<file path="config.mk">
export PLATFORM = sky130hd
export DESIGN_NAME = multi_voice_tone_gen_flat
export DESIGN_NICKNAME = d
export VERILOG_FILES = /design/src/rtl/multi_voice_tone_gen_if.sv /design/src/rtl/multi_voice_tone_gen.sv /design/src/flat_wrapper.sv
export SDC_FILE = /design/constraint.sdc
export NUM_CORES = 1
export LEC_CHECK = 0
export BUFFER_PORTS_ARGS = -buffer_cell sky130_fd_sc_hd__buf_2
export CAP_MARGIN = 40
export CORE_ASPECT_RATIO = 0.7
export CORE_MARGIN = 5
export CORE_UTILIZATION = 60
export CTS_CLUSTER_DIAMETER = 60
export CTS_CLUSTER_SIZE = 14
export DETAILED_ROUTE_END_ITERATION = 12
export PLACE_DENSITY = 0.77
export SLEW_MARGIN = 25
export SYNTH_ARGS = -nofsm -noshare
export SYNTH_HDL_FRONTEND = slang
export SYNTH_SLANG_ARGS = --single-unit
</file>
<file path="constraint.sdc">
create_clock -name clk -period 6.25 [get_ports clk]
set_input_delay 0.625 -clock clk [delete_from_list [all_inputs] [get_ports clk]]
set_output_delay 0.625 -clock clk [all_outputs]
set_load 0.02 [all_outputs]
</file>
<file path="src/rtl/multi_voice_tone_gen_if.sv">
// Register-write and sample-output bundle for multi_voice_tone_gen.
// The front end drives the master side and the tone generator sits on the slave side.
interface multi_voice_tone_gen_if #(
  parameter int NUM_CH = 4,
  parameter int FREQ_W = 16,
  parameter int OUT_W  = 8
) ();
  localparam int CH_W = $clog2(NUM_CH);

  logic              wr_en;
  logic [CH_W-1:0]   wr_ch;
  logic [1:0]        wr_reg;
  logic [FREQ_W-1:0] wr_data;
  logic [OUT_W-1:0]  sample_out;
  logic              sample_valid;

  modport master (
    output wr_en, wr_ch, wr_reg, wr_data,
    input  sample_out, sample_valid
  );

  modport slave (
    input  wr_en, wr_ch, wr_reg, wr_data,
    output sample_out, sample_valid
  );
endinterface

</file>
<file path="src/rtl/multi_voice_tone_gen.sv">
// Time-multiplexed phase-accumulator tone generator: one voice per clk, one averaged sample per frame.
// Define TONEGEN_NOISE_EN to add a per-voice 16-bit Galois LFSR noise source selected by ctrl bit 6.
module multi_voice_tone_gen #(
  parameter int NUM_CH = 4,
  parameter int ACC_W  = 24,
  parameter int FREQ_W = 16,
  parameter int OUT_W  = 8,
  parameter int VOL_W  = 4
) (
  input logic                  clk,
  input logic                  reset,
  multi_voice_tone_gen_if.slave bus
);
  localparam int CH_W  = $clog2(NUM_CH);
  localparam int SUM_W = OUT_W + CH_W;
  localparam int SHIFT = ACC_W - FREQ_W;

  logic [ACC_W-1:0]  acc_r  [NUM_CH];
  logic [FREQ_W-1:0] freq_r [NUM_CH];
  logic [1:0]        mode_r [NUM_CH];
  logic [VOL_W-1:0]  vol_r  [NUM_CH];
  logic [CH_W-1:0]   slot_r;
  logic [SUM_W-1:0]  sum_r;
  logic              frame_done_r;
  logic [OUT_W-1:0]  sample_r;
  logic              valid_r;

  logic [ACC_W-1:0]  inc_s;
  logic [ACC_W-1:0]  acc_sum_s;
  logic [OUT_W-1:0]  phase_s;
  logic [OUT_W-1:0]  wave_s;
  logic [OUT_W-1:0]  scaled_s;

`ifdef TONEGEN_NOISE_EN
  localparam logic [15:0] LFSR_SEED = 16'hACE1;
  logic [15:0] lfsr_r  [NUM_CH];
  logic        noise_r [NUM_CH];
  logic        carry_s;

  // Right-shifting Galois form of x^16+x^14+x^13+x^11.
  function automatic logic [15:0] lfsr_step(input logic [15:0] v);
    lfsr_step = {1'b0, v[15:1]} ^ (v[0] ? 16'hB400 : 16'h0000);
  endfunction
`endif

  function automatic logic [OUT_W-1:0] shape(input logic [1:0] mode, input logic [OUT_W-1:0] p);
    logic [OUT_W-1:0] tri_v;
    tri_v = {p[OUT_W-2:0], 1'b0};
    case (mode)
      2'd1:    shape = p[OUT_W-1] ? {OUT_W{1'b1}} : {OUT_W{1'b0}};
      2'd2:    shape = p;
      2'd3:    shape = p[OUT_W-1] ? ~tri_v : tri_v;
      default: shape = {OUT_W{1'b0}};
    endcase
  endfunction

  // Waveform and volume scaling for the voice in the current slot.
  always_comb begin
    inc_s   = ACC_W'(freq_r[slot_r]) << SHIFT;
`ifdef TONEGEN_NOISE_EN
    {carry_s, acc_sum_s} = {1'b0, acc_r[slot_r]} + {1'b0, inc_s};
`else
    acc_sum_s = acc_r[slot_r] + inc_s;
`endif
    phase_s = acc_r[slot_r][ACC_W-1 -: OUT_W];
`ifdef TONEGEN_NOISE_EN
    if (noise_r[slot_r]) begin
      wave_s = lfsr_r[slot_r][OUT_W-1:0];
    end else begin
      wave_s = shape(mode_r[slot_r], phase_s);
    end
`else
    wave_s = shape(mode_r[slot_r], phase_s);
`endif
    scaled_s = OUT_W'(({{VOL_W{1'b0}}, wave_s} * {{OUT_W{1'b0}}, vol_r[slot_r]}) >> VOL_W);
  end

  // Per-voice state; a phase-reset write is placed last so it overrides the accumulate.
  always_ff @(posedge clk) begin
    if (reset) begin
      for (int i = 0; i < NUM_CH; i++) begin
        acc_r[i]  <= '0;
        freq_r[i] <= '0;
        mode_r[i] <= 2'd0;
        vol_r[i]  <= '0;
`ifdef TONEGEN_NOISE_EN
        lfsr_r[i]  <= LFSR_SEED;
        noise_r[i] <= 1'b0;
`endif
      end
    end else begin
      for (int i = 0; i < NUM_CH; i++) begin
        if (slot_r == CH_W'(i)) begin
          acc_r[i] <= acc_sum_s;
`ifdef TONEGEN_NOISE_EN
          if (carry_s) begin
            lfsr_r[i] <= lfsr_step(lfsr_r[i]);
          end
`endif
        end
        if (bus.wr_en && (bus.wr_ch == CH_W'(i))) begin
          case (bus.wr_reg)
            2'd0: freq_r[i] <= bus.wr_data;
            2'd1: begin
              mode_r[i] <= bus.wr_data[5:4];
              vol_r[i]  <= bus.wr_data[VOL_W-1:0];
`ifdef TONEGEN_NOISE_EN
              noise_r[i] <= bus.wr_data[6];
`endif
            end
            2'd2: begin
              acc_r[i] <= '0;
`ifdef TONEGEN_NOISE_EN
              lfsr_r[i] <= LFSR_SEED;
`endif
            end
            default: ;
          endcase
        end
      end
    end
  end

  // Slot sequencing, frame mixing and the registered sample output.
  always_ff @(posedge clk) begin
    if (reset) begin
      slot_r       <= '0;
      sum_r        <= '0;
      frame_done_r <= 1'b0;
      sample_r     <= '0;
      valid_r      <= 1'b0;
    end else begin
      slot_r       <= slot_r + CH_W'(1);
      sum_r        <= (slot_r == '0) ? SUM_W'(scaled_s) : sum_r + SUM_W'(scaled_s);
      frame_done_r <= (slot_r == CH_W'(NUM_CH - 1));
      valid_r      <= frame_done_r;
      if (frame_done_r) begin
        sample_r <= OUT_W'(sum_r >> CH_W);
      end
    end
  end

  assign bus.sample_out   = sample_r;
  assign bus.sample_valid = valid_r;
endmodule

</file>
<file path="src/flat_wrapper.sv">
// flat-port wrapper written by rule: the top's interface ports become plain ports
module multi_voice_tone_gen_flat 
#(
  parameter int NUM_CH = 4,
  parameter int ACC_W  = 24,
  parameter int FREQ_W = 16,
  parameter int OUT_W  = 8,
  parameter int VOL_W  = 4
)
  (clk, reset, bus_wr_en, bus_wr_ch, bus_wr_reg, bus_wr_data, bus_sample_out, bus_sample_valid);
  multi_voice_tone_gen_if #(.NUM_CH(NUM_CH), .FREQ_W(FREQ_W), .OUT_W(OUT_W)) bus_i ();
  input logic clk;
  input logic reset;
  input wire logic [$bits(bus_i.wr_en)-1:0] bus_wr_en;
  input wire logic [$bits(bus_i.wr_ch)-1:0] bus_wr_ch;
  input wire logic [$bits(bus_i.wr_reg)-1:0] bus_wr_reg;
  input wire logic [$bits(bus_i.wr_data)-1:0] bus_wr_data;
  output wire logic [$bits(bus_i.sample_out)-1:0] bus_sample_out;
  output wire logic [$bits(bus_i.sample_valid)-1:0] bus_sample_valid;
  assign bus_i.wr_en = bus_wr_en;
  assign bus_i.wr_ch = bus_wr_ch;
  assign bus_i.wr_reg = bus_wr_reg;
  assign bus_i.wr_data = bus_wr_data;
  assign bus_sample_out = bus_i.sample_out;
  assign bus_sample_valid = bus_i.sample_valid;
  multi_voice_tone_gen #(.NUM_CH(NUM_CH), .ACC_W(ACC_W), .FREQ_W(FREQ_W), .OUT_W(OUT_W), .VOL_W(VOL_W)) u_core (.clk(clk), .reset(reset), .bus(bus_i));
endmodule
</file>
==> results.ini, run 1 <==
[placed_design]
post-place-cells = 967
hpwl_mm = 14.6
gp_congestion = 0.893
numPortBuffers = 31

[timing]
tightestPinTransition_ns = 0.787
period_minus_slack_ns = 5.87
rsz0062_at_grt = no
setup_viol = 0
max_freq_mhz = 170
fin_hold_ws_ns = 0.494
relSlewSlack_pct = 46.9
fin_skew_ns = 0.00918
drv_slew = 0
fin_tns_setup_ns = 0
hold_violations = 0
fin_crit_sh_pct = 94.0

[cells_and_area]
final_layout_size_suffix_gt1_share_pct = 18.3
area_growth_pct = 12.3
nets = 878
fin_cells = 1012
diodes = 0

[grt]
grt_antenna_before_repair = 0
grt_pass1_vias = 6264
grt_usage_pct = 24.3
grt-ovfl-total = 0
grt_max_degree = 29
grt_pass1_wl_mm = 34.0

[critical_path]
rr_startpoint = u_core.slot_r[0]$_SDFF_PP0_
arrival_ns = 6.19
start_kind = register
crit_required_ns = 6.57
crit_fanout = 14
r2r_slack_ns = 0.38
setup.worst_path.end_class = register
path_class = reg2reg
r2r-end = u_core.sum_r[8]$_SDFF_PP0_
critPathLaunch = u_core.slot_r[0]$_SDFF_PP0_
worst_r2r_path_depth = 24

[cts]
worst_skew_pair.late_latency_ns = 0.43
htree_levels = 4
clockBufferDepth = 2
hold_buffers = 0
numClockSinks = 174
cts-root-buf = clkbuf_16
tritoncts = yes
clk_pin_slew_ns = 0.07
tritoncts.num_buffers = 17

[floorplan]
placementRows = 38
die-area_um2 = 18400
die_y_um = 115
die_x_um = 160
coreArea_um2 = 15500
io_pins = 32
initial_core_util_pct = 61.1

[synthesis]
yosysUniqueCellTypes = 63
avgSynthCellArea_um2 = 12.7
syn_area_um2 = 9470
synth-seq-area-share_pct = 52.9
ys.warnings.count = 0
ys_ff_latch = 174
synth-edff-count = 152
synthArstFlopShare_pct = 0
synth_ff_type = edfxtp_1
synthCells = 748
syn_nets = 826

[job]
drv_cap = 0

[power_and_ir_drop]
power_mw = 3.71
p_per_area_nw_per_um2 = 349
max-vdd-ir-drop_v = 0.000238
p_leak_nw = 4.24

[route]
vias = 6106
drc = 0
antenna_left = 0
dr.first_iter.drc_count = 573
wl_per_cell_um = 21.2
vias_per_cell = 6.03
routed_wl_mm = 21.5
first_pass_iters = 5

[hold_path]
whs_path_depth = 2
holdCritStartpoint = bus_wr_data[6]
hp-class = in2reg
min_to = u_core.freq_r[1][6]$_SDFFCE_PN0P_

[outcome]
status = finished, final reports clean

## worst max-delay path, stage by stage (launching register included)
cell and delay (ns):
dfxtp_4 0.51, mux4_2 0.70, nand3b_1 0.32, nand2_1 0.13
nand2_1 0.08, fa_1 0.51, fa_1 0.54, inv_1 0.04
ha_1 0.27, nand3_1 0.14, a21oi_2 0.24, a41oi_4 0.14
buf_4 0.17, nor2b_2 0.11, nor2_2 0.05, xnor2_2 0.18
ha_1 0.30, nor2b_1 0.15, o21ai_0 0.23, a21boi_1 0.13
o21ai_1 0.18, a21oi_1 0.11, o21ai_0 0.21, nor3b_1 0.22
nor3_1 0.07
## report_power, final
part	switching, mW	total [mW]	internal, mW
registers	0.0469	1.44	1.39
logic	0.706	1.20	0.496
clock network	0.472	1.07	0.597
total	1.22	3.71	2.48
## layout make-up
type / instances / area, um^2
multi-input combinational: 514 / 4270
inverter: 37 / 139
timing repair buffer: 56 / 380
sequential: 174 / 5010
clock inverter: 13 / 153
tap: 200 / 250
clock buffer: 18 / 429
fill: 1084 / 4870
## timing repair
item,in CTS,in global routing
setup endpoints to repair,0,4
resized for setup,0,10
setup buffers,0,9
## cell usage after synthesis (all sizes together) (2+ instances only)
library cell	n	area (um^2)
edfxtp	152	4560
and2	101	632
nor2	90	340
ha	42	526
nand2	38	148
inv	37	139
mux4	37	848
dfxtp	22	440
a21oi	20	111
o21ai	18	90.1
a21o	17	128
xnor2	16	155
nor2b	15	96.3
clkbuf	13	48.8
fa	13	260
xor2	13	114
buf	12	87.6
mux2i	11	110
nand2b	11	68.8
nor3	10	50.1
o21bai	7	60.1
a22o	5	43.8
nand3	5	25.0
o21a	4	30.0
or2	4	25.0
a211oi	3	22.5
o211ai	3	27.5
a21boi	2	15.0
nor3b	2	15.0
o31a	2	17.5
o31ai	2	15.0
or3	2	12.5
## cells by family after synthesis
group	count (synthesis)	synth area share (%)
buffers and inverters	62	2.91
muxes	49	10.2
AOI/OAI and AO/OA	94	7.36
DFF	174	52.9
and+or+nand+nor	285	15.5
xor gates and xnor gates	29	2.84
adders and majority gates	55	8.30
## worst max path at each step
stage / depth (start not counted) / to / slack (ns)
3_5_place_dp: 23 / u_core.sum_r[8]$_SDFF_PP0_ / 0.16
6_report: 24 / u_core.sum_r[8]$_SDFF_PP0_ / 0.38
3_3_place_gp: 23 / u_core.sum_r[9]$_SDFF_PP0_ / 0.36
5_1_grt: 23 / u_core.sum_r[8]$_SDFF_PP0_ / 0.02
4_1_cts: 24 / u_core.sum_r[8]$_SDFF_PP0_ / 0.09
2_1_floorplan: 27 / u_core.sum_r[9]$_SDFF_PP0_ / 0.76
## metrics by stage
stage	util (%)	instance area [um^2]	setup slack, ns
after global routing	68.6	10600	0.0243
final	68.6	10600	0.377
after floorplan	-	9470	0.757
after CTS	67.3	10400	0.0894
after detailed placement	63.6	9860	0.161
after global placement	63.4	9820	0.362
## placed cells by master, fill, tap and decap left out, drive strengths merged, types with 3 or more instances in the layout
cell type / n
a211oi: 3
a21o: 17
a21oi: 20
a22o: 5
and2: 101
buf: 56
clkbuf: 18
clkinv: 3
dfxtp: 22
edfxtp: 152
fa: 13
ha: 42
inv: 43
mux2i: 11
mux4: 39
nand2: 38
nand2b: 11
nand3: 5
nor2: 90
nor2b: 15
nor3: 10
o211ai: 3
o21a: 4
o21ai: 18
o21bai: 7
or2: 4
xnor2: 16
xor2: 13
## metal layers
| layer | up-vias | GRT usage [%] | share of wire (%) |
|---|---|---|---|
| li1 | 2814 | - | - |
| met1 | 3040 | 32.5 | 43 |
| met2 | 202 | 40.1 | 48 |
| met3 | 50 | 5.20 | 6.7 |
| met4 | 0 | 8.94 | 2.9 |
| met5 | - | 0 | 0 |
## state kept, by name (all words and copies together), names as in the netlist
register,count
u_core.sum_r,10
u_core.slot_r,2
u_core.frame_done_r,1
u_core.bus.sample_valid,1
u_core.acc_r,64
u_core.freq_r,64
u_core.bus.sample_out,8
u_core.mode_r,8
u_core.vol_r,16
Power figures use the tool's default switching activity.
==> run 2: changes to the inputs <==
--- a/config.mk
+++ b/config.mk
@@ -7,7 +7,7 @@
 export LEC_CHECK = 0
 export BUFFER_PORTS_ARGS = -buffer_cell sky130_fd_sc_hd__buf_2
 export CAP_MARGIN = 40
-export CORE_ASPECT_RATIO = 0.7
+export CORE_ASPECT_RATIO = 1.75
 export CORE_MARGIN = 5
 export CORE_UTILIZATION = 60
 export CTS_CLUSTER_DIAMETER = 60
==> run 2 against run 1 <==
First-iteration DRC count down 52%. Clock power about the same. Maximum frequency down 0.84%. Final cell count down 1.4%. Non-clock buffer count up 1. Power down 1.0%. Critical path depth up 2. Clock-buffer cell count down 1. Global-route usage down 0.60 points. Sequential share of layout area up 0.37 points. Wire length down 2.9%. Critical endpoint unchanged. Highest routed layer unchanged.
==> results.ini, run 2 (same netlist as run 1, synthesis figures left out) <==
[floorplan]
initial_core_util_pct = 61.2  ; +0.14 points
coreArea_um2 = 15500  ; -0.23%
die_x_um = 105  ; -34%
io_pins = 32  ; unchanged
die_y_um = 176  ; +53%
die-area_um2 = 18500  ; +0.32%
placementRows = 60  ; +58%

[power_and_ir_drop]
p_sw_share_pct = 33.3  ; +0.33 points
p_leak_nw = 4.22  ; -0.45%
power_mw = 3.67  ; -1.0%
power_frac_seq_pct = 39.1  ; +0.3 points
pwr-share-clk_pct = 28.9  ; about the same
p_per_area_nw_per_um2 = 348  ; -0.21%
intPower_mw = 2.45  ; -1.5%
pwr-share-comb_pct = 32.0  ; -0.4 points
max-vdd-ir-drop_v = 0.000212  ; -11%
p_sw_mw = 1.22  ; about the same

[cts]
numClockSinks = 174  ; unchanged
htree_levels = 4  ; unchanged
cts-root-buf = clkbuf_16
worst_skew_pair.late_latency_ns = 0.43  ; about the same
clk_pin_slew_ns = 0.07  ; about the same
hold_buffers = 0  ; unchanged
clockBufferDepth = 2  ; unchanged
tritoncts = yes
tritoncts.num_buffers = 17  ; unchanged

[timing]
max_freq_mhz = 169  ; -0.84%
fin_crit_sh_pct = 94.8  ; +0.80 points
tightestPinTransition_ns = 0.810  ; +0.0234 ns
setup_viol = 0  ; unchanged
relSlewSlack_pct = 46.0  ; -0.89 points
drv_slew = 0  ; unchanged
hold_violations = 0  ; unchanged
fin_hold_ws_ns = 0.492  ; -0.00236 ns
fin_skew_ns = 0.0117  ; +0.00254 ns
period_minus_slack_ns = 5.92  ; +0.0498 ns

[placed_design]
gp_congestion = 0.895  ; +0.28%
placed_area_um2 = 9840  ; -0.13%
numPortBuffers = 31  ; unchanged
hpwl_mm = 15.1  ; +3.0%

[critical_path]
crit_required_ns = 6.57  ; about the same
crit_top_cell = o21ai_0
crit_fanout = 13  ; -1
slowest_delay_ns = 0.66  ; -0.04 ns
path_class = reg2reg
setup.worst_path.end_class = register
start_kind = register
arrival_ns = 6.24  ; +0.05 ns
worst_r2r_path_depth = 26  ; +8.3%
cpMaxStageDelayCell = mux4_1

[job]
drv_cap = 0  ; unchanged

[cells_and_area]
final_common_cell = edfxtp_1
finalInstanceArea_um2 = 10500  ; -0.82%
final_layout_size_suffix_gt1_share_pct = 18.0  ; -0.37 points
fillers = 1112  ; +2.6%
nets = 877  ; -0.11%
top_regs = u_core.acc_r: 64 flops, u_core.freq_r: 64 flops, u_core.vol_r: 16 flops
diodes = 0  ; unchanged
area_growth_pct = 11.4
final_cell_mix = 152 x edfxtp_1, 101 x and2_1, 89 x nor2_1

[grt]
grt-ovfl-total = 0  ; unchanged
grt_max_degree = 29  ; unchanged
grt_antenna_before_repair = 0  ; unchanged
grt_pass1_vias = 6656  ; +6.3%
grt_usage_pct = 23.7  ; -0.60 points
grt_pass1_wl_mm = 33.9  ; -0.51%

[route]
first_pass_iters = 4  ; -1
dr.first_iter.drc_count = 274  ; -52%
wl_per_cell_um = 20.9  ; -1.5%
vias = 6005  ; -1.7%
vias_per_cell = 6.02  ; -0.27%
routed_wl_mm = 20.9  ; -2.9%
drt-met1-wl_mm = 7.27  ; -21%
drc = 0  ; unchanged
topRoutingLayerUsed = met4
met2RoutedLength_mm = 11.8  ; +15%
antenna_left = 0  ; unchanged
met3WireLength_um = 857  ; -40%

[hold_path]
hp-class = reg2reg
whs_path_depth = 2  ; unchanged

[outcome]
status = finished, final reports clean

-- run 2: cell types whose count changed in the layout (fill, tap and decap cells not counted), moves of 2 or more --
cell,before,now
buf_8,4,0
nor2_1,85,89
nor2_2,5,1
buf_6,2,5
buf_4,19,21
clkinv_4,1,3
clkinv_8,0,2
mux4_1,6,4
-- run 2: layout make-up --
cell class	count	area, um^2	share of cell area [%]
Timing Repair Buffer	57	369	3.50
Clock buffer	17	425	4.03
Clock inverter	15	171	1.63
Tap cell	186	233	2.21
Sequential cell	174	5010	47.5
Multi-Input combinational cell	512	4200	39.8
Inverter	37	139	1.32
-- run 2: metrics by stage --
stage	setup TNS (ns)	std cells	util [%]	worst slack, ns
final	0	998	68.2	0.327
after global placement	0	949	63.3	0.339
after floorplan	0	748	-	0.757
after CTS	0	987	67.5	0.0771
after detailed placement	0	955	63.7	0.0720
after global routing	-0.0925	998	68.2	-0.0561
-- run 2: worst paths after layout --
path | start | to | slack (ns)
setup reg to reg | u_core.slot_r[0]$_SDFF_PP0_ | u_core.sum_r[8]$_SDFF_PP0_ | 0.33
hold reg to reg | u_core.bus.sample_out[1]$_SDFFE_PP0P_ | u_core.bus.sample_out[1]$_SDFFE_PP0P_ | 0.49
hold / removal | u_core.bus.sample_out[1]$_SDFFE_PP0P_ | u_core.bus.sample_out[1]$_SDFFE_PP0P_ | 0.49
setup / recovery | u_core.slot_r[0]$_SDFF_PP0_ | u_core.sum_r[8]$_SDFF_PP0_ | 0.33
-- run 2: power groups by stage --
stage               clock (mW)  sequential [mW]  combinational, mW
floorplan                    0             1.44              0.883
global placement             0             1.45               1.08
detailed placement           0             1.46               1.14
CTS                       1.07             1.44               1.15
global route              1.12             1.45               1.32
finish                    1.06             1.44               1.17
-- run 2: worst max-delay path, delay by kind of cell (launching register included) --
kind / cells / cell delay [ns]
AO/OA/AOI/OAI: 7 / 1.38
multiplexers: 1 / 0.66
adder cells (fa/ha/maj): 4 / 1.67
flip-flops: 1 / 0.48
XOR/XNOR: 2 / 0.22
buffers and inverters: 2 / 0.09
AND/OR/NAND/NOR: 10 / 1.31
-- run 2: repair_timing --
| item | 4_1_cts | 5_1_grt |
|---|---|---|
| setup buffers | 0 | 10 |
| gates resized for setup | 0 | 4 |
| endpoints found under the setup margin | 0 | 3 |
| hold endpoints to repair | 0 | 0 |
-- run 2: per-layer routing --
metal / up-vias / GRT usage, %
li1: 2794 / -
met1: 2969 / 25.0
met2: 179 / 44.8
met3: 63 / 4.28
met4: 0 / 11.2
met5: - / 0
